**src/rtl/wave_pkg.sv**
```systemverilog
// Shared types and default sizing for the waveform-generator datapath.
package wave_pkg;

  localparam int WAVE_WIDTH = 24;
  localparam int WAVE_DEPTH = 1024;
  localparam int WAVE_ACC_W = 32;

  typedef enum logic [1:0] {
    SINE     = 2'd0,
    SQUARE   = 2'd1,
    TRIANGLE = 2'd2,
    SAWTOOTH = 2'd3
  } wave_sel_e;

  typedef enum logic [1:0] {
    IDLE  = 2'd0,
    RUN   = 2'd1,
    DRAIN = 2'd2
  } seq_state_e;

endpackage

```
**src/rtl/phase_accumulator.sv**
```systemverilog
// Phase accumulator register; carry flags the wrap that closes one waveform period.
module phase_accumulator #(
  parameter int ACC_W = 32
) (
  input  logic             clk,
  input  logic             rst_n,
  input  logic             clr,
  input  logic             en,
  input  logic [ACC_W-1:0] step,
  output logic [ACC_W-1:0] acc,
  output logic             carry
);

  logic [ACC_W:0] sum;

  assign sum   = {1'b0, acc} + {1'b0, step};
  assign carry = sum[ACC_W];

  always_ff @(posedge clk or negedge rst_n) begin
    if (!rst_n) begin
      acc <= '0;
    end else if (clr) begin
      acc <= '0;
    end else if (en) begin
      acc <= sum[ACC_W-1:0];
    end
  end

endmodule

```
**src/rtl/wave_sequencer.sv**
```systemverilog
// Burst controller: steps the shared phase index, selects one generator output
// and streams it on a valid/ready interface for N periods or continuously.
module wave_sequencer
  import wave_pkg::*;
#(
  parameter  int WIDTH = WAVE_WIDTH,
  parameter  int DEPTH = WAVE_DEPTH,
  parameter  int ACC_W = WAVE_ACC_W,
  localparam int PW    = $clog2(DEPTH)
) (
  input  logic                    i_clk,
  input  logic                    i_rst_n,
  input  logic                    i_cfg_we,
  input  logic [ACC_W-1:0]        i_cfg_ftw,
  input  logic [1:0]              i_cfg_sel,
  input  logic [15:0]             i_cfg_cycles,
  input  logic                    i_start,
  input  logic                    i_stop,
  output logic [PW-1:0]           o_phase_count,
  input  logic signed [WIDTH-1:0] i_sine_wave,
  input  logic signed [WIDTH-1:0] i_square_wave,
  input  logic signed [WIDTH-1:0] i_triangle_wave,
  input  logic signed [WIDTH-1:0] i_sawtooth_wave,
  output logic signed [WIDTH-1:0] o_sample,
  output logic                    o_valid,
  input  logic                    i_ready,
  output logic                    o_busy,
  output logic                    o_done
);

  seq_state_e              state;
  logic [ACC_W-1:0]        ftw;
  wave_sel_e               sel;
  logic [15:0]             cycles;
  logic [15:0]             count;
  logic [ACC_W-1:0]        acc;
  logic                    carry;
  logic                    load;
  logic                    acc_clr;
  logic                    acc_en;
  logic                    last;
  logic signed [WIDTH-1:0] mux_sample;
  logic                    unused_acc_bits;

  // A new sample may be loaded whenever the output slot is empty or being drained.
  assign load    = !o_valid || i_ready;
  assign acc_clr = (state == IDLE) && i_start && !i_stop;
  assign acc_en  = (state == RUN) && !i_stop && load;
  assign last    = carry && (cycles != 16'd0) && ((count + 16'd1) == cycles);

  assign o_phase_count   = acc[ACC_W-1 -: PW];
  assign unused_acc_bits = ^acc[ACC_W-PW-1:0];
  assign o_busy          = (state != IDLE);

  phase_accumulator #(
    .ACC_W (ACC_W)
  ) u_phase_acc (
    .clk   (i_clk),
    .rst_n (i_rst_n),
    .clr   (acc_clr),
    .en    (acc_en),
    .step  (ftw),
    .acc   (acc),
    .carry (carry)
  );

  always_comb begin
    mux_sample = i_sine_wave;
    case (sel)
      SINE:     mux_sample = i_sine_wave;
      SQUARE:   mux_sample = i_square_wave;
      TRIANGLE: mux_sample = i_triangle_wave;
      SAWTOOTH: mux_sample = i_sawtooth_wave;
      default:  mux_sample = i_sine_wave;
    endcase
  end

  always_ff @(posedge i_clk or negedge i_rst_n) begin
    if (!i_rst_n) begin
      state    <= IDLE;
      ftw      <= '0;
      sel      <= SINE;
      cycles   <= '0;
      count    <= '0;
      o_sample <= '0;
      o_valid  <= 1'b0;
      o_done   <= 1'b0;
    end else begin
      o_done <= 1'b0;
      case (state)
        IDLE: begin
          if (i_cfg_we) begin
            ftw    <= i_cfg_ftw;
            sel    <= wave_sel_e'(i_cfg_sel);
            cycles <= i_cfg_cycles;
          end
          if (i_start && !i_stop) begin
            state <= RUN;
            count <= '0;
          end
        end
        RUN: begin
          // A stop edge loads nothing, but a sample accepted on it is gone.
          if (i_stop) begin
            if (o_valid && i_ready) begin
              o_valid <= 1'b0;
            end
            state <= DRAIN;
          end else if (load) begin
            o_sample <= mux_sample;
            o_valid  <= 1'b1;
            if (carry) begin
              count <= count + 16'd1;
            end
            if (last) begin
              state <= DRAIN;
            end
          end
        end
        DRAIN: begin
          if (load) begin
            o_valid <= 1'b0;
            o_done  <= 1'b1;
            state   <= IDLE;
          end
        end
        default: state <= IDLE;
      endcase
    end
  end

endmodule

```
**config.mk**
```make
export PLATFORM = sky130hd
export DESIGN_NAME = wave_sequencer
export DESIGN_NICKNAME = d
export VERILOG_FILES = /design/src/rtl/wave_pkg.sv /design/src/rtl/phase_accumulator.sv /design/src/rtl/wave_sequencer.sv
export SDC_FILE = /design/constraint.sdc
export NUM_CORES = 1
export LEC_CHECK = 0
export BUFFER_PORTS_ARGS = -buffer_cell sky130_fd_sc_hd__buf_2
export CAP_MARGIN = 40
export CORE_MARGIN = 4
export CORE_UTILIZATION = 50
export CTS_BUF_LIST = sky130_fd_sc_hd__clkbuf_16
export DETAILED_ROUTE_END_ITERATION = 16
export PLACE_DENSITY = 0.75
export SLEW_MARGIN = 5
export SYNTH_ARGS = -nofsm -noshare
export SYNTH_HDL_FRONTEND = slang
export SYNTH_HIERARCHICAL = 1
export SYNTH_SLANG_ARGS = --single-unit
export TNS_END_PERCENT = 20
```
**constraint.sdc**
```tcl
create_clock -name i_clk -period 9.8 [get_ports i_clk]
set_clock_uncertainty 0.05 [all_clocks]
set_input_delay 1.96 -clock i_clk [delete_from_list [all_inputs] [get_ports i_clk]]
set_output_delay 1.96 -clock i_clk [all_outputs]
set_load 0.03 [all_outputs]
```
==> impl_results.md <==
- Status: finished clean
- Clock latency on the worst-skew pair: 0.42 ns
- Setup TNS: 0 ns
- Synth Net Count: roughly 940
- Worst EP required: approximately 10 ns
- Initial Utilization: 0.517
- Tcrit/Tclk final: 0.420
- Net Sw Power: between 1 and 1.5 mW
- IO Count: about 190
- Finished Cell Area: ~0.0096 mm²
- Wire per inst: 17.5 µm
- Max Cap Viol: 0
- Die X-Extent: between 100 and 150 µm
- CP max stage cell: fa_1
- Final Max Tran Viols: 0
- Cell family with most CP delay: compound AO/OA/AOI/OAI gates
- Cells after synthesis: around 760
- Count of cell types in the netlist: 74
- Internal: 1.60 mW
- VDD IR-drop max: 0.000149 V
- Post-synth EDFFs: 0
- Drt pass-1 iters: 5
- Clock root buffer: clkbuf_16
- CTS tree: built
- ANT cells: 0
- DRC: 0
- Unrepaired setup endpoints after global routing: false
- Crit-path most repeated cell: o21bai_1
- HP Class: flip-flop to flip-flop
- Setup CP Type: flip-flop to flip-flop
- Hold Violations, Final: 0
- Routed vias: between 6000 and 7000
- HPWL after DPL: between 15000 and 20000 µm
- Clock transition at path regs: 0.06 ns
- Post-Syn Area per Cell: about 11 µm²
- Post-synthesis sequential area ratio: 0.396
- Rel. slew slack: 0.438
- First-pass GRT wire length: between 30000 and 40000 µm
- Clock sinks: approximately 130
- Layout cells sized above 1: 0.370
- Most frequent cells in the layout: buf_2, dfrtp_1, mux2_2, nand2_1
- DR iter-0 viols: about 420
- Maximum fanout along the worst path: 14
- Final setup fails: 0
- Largest net degree at the start of global routing: 59
- Port Buf Inserts: roughly 190
- Postcts setup bufs: 0
- Top cells by area, synth: dfrtp_1, mux2_2, mux4_2
- Routability cong.: around 0.92
- Critical-path cell list: ha_1 -> inv_1 -> fa_1 -> nor2b_2 -> o2111ai_1 -> a311oi_1 -> a211oi_2 -> nor4_2 -> nor3b_1 -> o21bai_1 -> and2_1 -> nor2_1 -> o21bai_1 -> a22o_1
- Post-DP Area: 0.00907 mm²
- Post-synth top area share: 0.396
- Die H: about 130 µm
- Worst Tran Pin Value: roughly 0.84 ns
- Final ANT Viol Nets: 0
- Total grt overflow: 0
- WL final: 20100 µm
- Sequential power share: 0.294
- Hold-fix buffer count after cts: 0
- Clk buf depth: 2
- Resized Gates After CTS: 0
- Via density: between 5 and 6
- Total CTS buffers: 17
- Slowest stage delay, CP: ~0.42 ns
- Sw Share: 0.416
- Sum of buffers and inverters on the critical path: 1
- Fmax: between 200 and 250 MHz
- Layout area overhead: 20.8%
- Crit. End Element: flip-flop
- Initial antenna violation count: 0
- Final worst slack: around 5.7 ns
- Leakage: 4.38 nW
- CP Launch Type: flip-flop
- Post-layout nets: roughly 1100
- Yosys top cell by area: dfrtp_1
- Combinational Power Share: 0.486
- Commonest non-fill, non-tap cell in the layout: buf_2
- Yosys warning count: 6
- Non-Filler Instances: ~1100
- Design Power: 2.74 mW
- Ys flop type: dfrtp_1
- Pwr/cell area: 284 mW/mm²
- Vias in the first global route: between 6000 and 7000
- Site Rows: 45
- Die area: approximately 0.018 mm²
- Synth Cell Area: ~0.008 mm²
- Place WS: around 5.4 ns
- Worst Path Arrival: about 4.4 ns
- Final min period: between 4 and 5 ns
- GRT Overall Usage: 0.222
- FFs w/ async S/R, synth: 1.00
- Core area: between 0.015 and 0.02 mm²
- CTS HTree Levels: 4
- Synth Register Bits: about 130
- Placed Instances: between 1000 and 1500
- Clock share of power: 0.220
- Reg-to-reg setup timing slack: about 5.7 ns
power groups by stage:
stage	clock network, mW	registers [mW]	logic (mW)
after floorplan	0	0.918	0.881
after global placement	0	0.815	1.28
after detailed placement	0	0.813	1.32
after CTS	0.614	0.807	1.32
after global routing	0.635	0.829	1.45
final	0.602	0.805	1.33
flip-flops by register name (all words and copies together), names as in the netlist:
name,flops
o_valid,1
o_sample,24
cycles,16
o_done,1
count,16
ftw,32
state,2
sel,2
u_phase_acc/acc,32
worst min-delay path: cells and delay by family, from the launching register on:
| kind | cells | cell delay, ns |
|---|---|---|
| AND/OR/NAND/NOR | 1 | 0.05 |
| AO/OA/AOI/OAI | 1 | 0.06 |
| flip-flops | 1 | 0.35 |
cells in the mapped netlist, types with 12 or more instances:
library cell / number
a21o_1: 17
a21oi_1: 40
buf_2: 16
clkbuf_1: 25
dfrtp_1: 126
ha_1: 33
inv_1: 14
mux2_2: 74
mux2i_1: 12
mux4_2: 24
nand2_1: 54
nand3_1: 23
nand4_1: 18
nor2_1: 41
o21ai_0: 40
o31ai_1: 12
xnor2_1: 25
xor2_1: 16
path summary, 6_finish.rpt:
kind / cells after the start / to / start
max reg2reg: 14 / count[14]$_DFFE_PN0P_ / u_phase_acc/acc[0]$_DFFE_PN0P_
min: 2 / u_phase_acc/acc[21]$_DFFE_PN0P_ / u_phase_acc/acc[21]$_DFFE_PN0P_
min in group asynchronous: 1 / ftw[9]$_DFFE_PN0P_ / i_rst_n
max in group asynchronous: 3 / count[13]$_DFFE_PN0P_ / i_rst_n
max: 14 / count[14]$_DFFE_PN0P_ / u_phase_acc/acc[0]$_DFFE_PN0P_
min reg2reg: 2 / u_phase_acc/acc[21]$_DFFE_PN0P_ / u_phase_acc/acc[21]$_DFFE_PN0P_
per-stage QoR:
step                      hold slack [ns]  utilization
after floorplan                     0.406            -
after global placement              0.426        0.584
after detailed placement            0.434        0.588
after CTS                           0.447        0.624
after global routing                0.472        0.624
final                               0.443        0.624
cell families after synthesis:
group | after synthesis | synth area share
multiplexers | 110 | 0.187
adder cells (fa/ha/maj) | 34 | 0.0543
AO/OA/AOI/OAI | 178 | 0.146
AND/OR/NAND/NOR | 204 | 0.137
XOR/XNOR | 41 | 0.0450
buffers and inverters | 63 | 0.0341
flip-flops | 126 | 0.396
layout make-up:
cell class	count	area, µm²
Multi-Input combinational cell	567	4560
Sequential cell	126	3150
Inverter	14	52.6
Tap cell	211	264
Timing Repair Buffer	196	1040
Clock buffer	17	425
Clock inverter	15	138
Fill cell	1326	5800
routing by layer:
metal  GRT usage  vias to the layer above  wire length [µm]  share of wire
met5           0                        -                 0              0
met4      0.0656                        0               319          0.016
met3      0.0446                       32              1110          0.055
met2       0.357                      232              9580           0.48
met1       0.306                     3284              9080           0.45
li1            -                     3175                 -              -
Note: power is estimated with default switching activity, not from simulation.
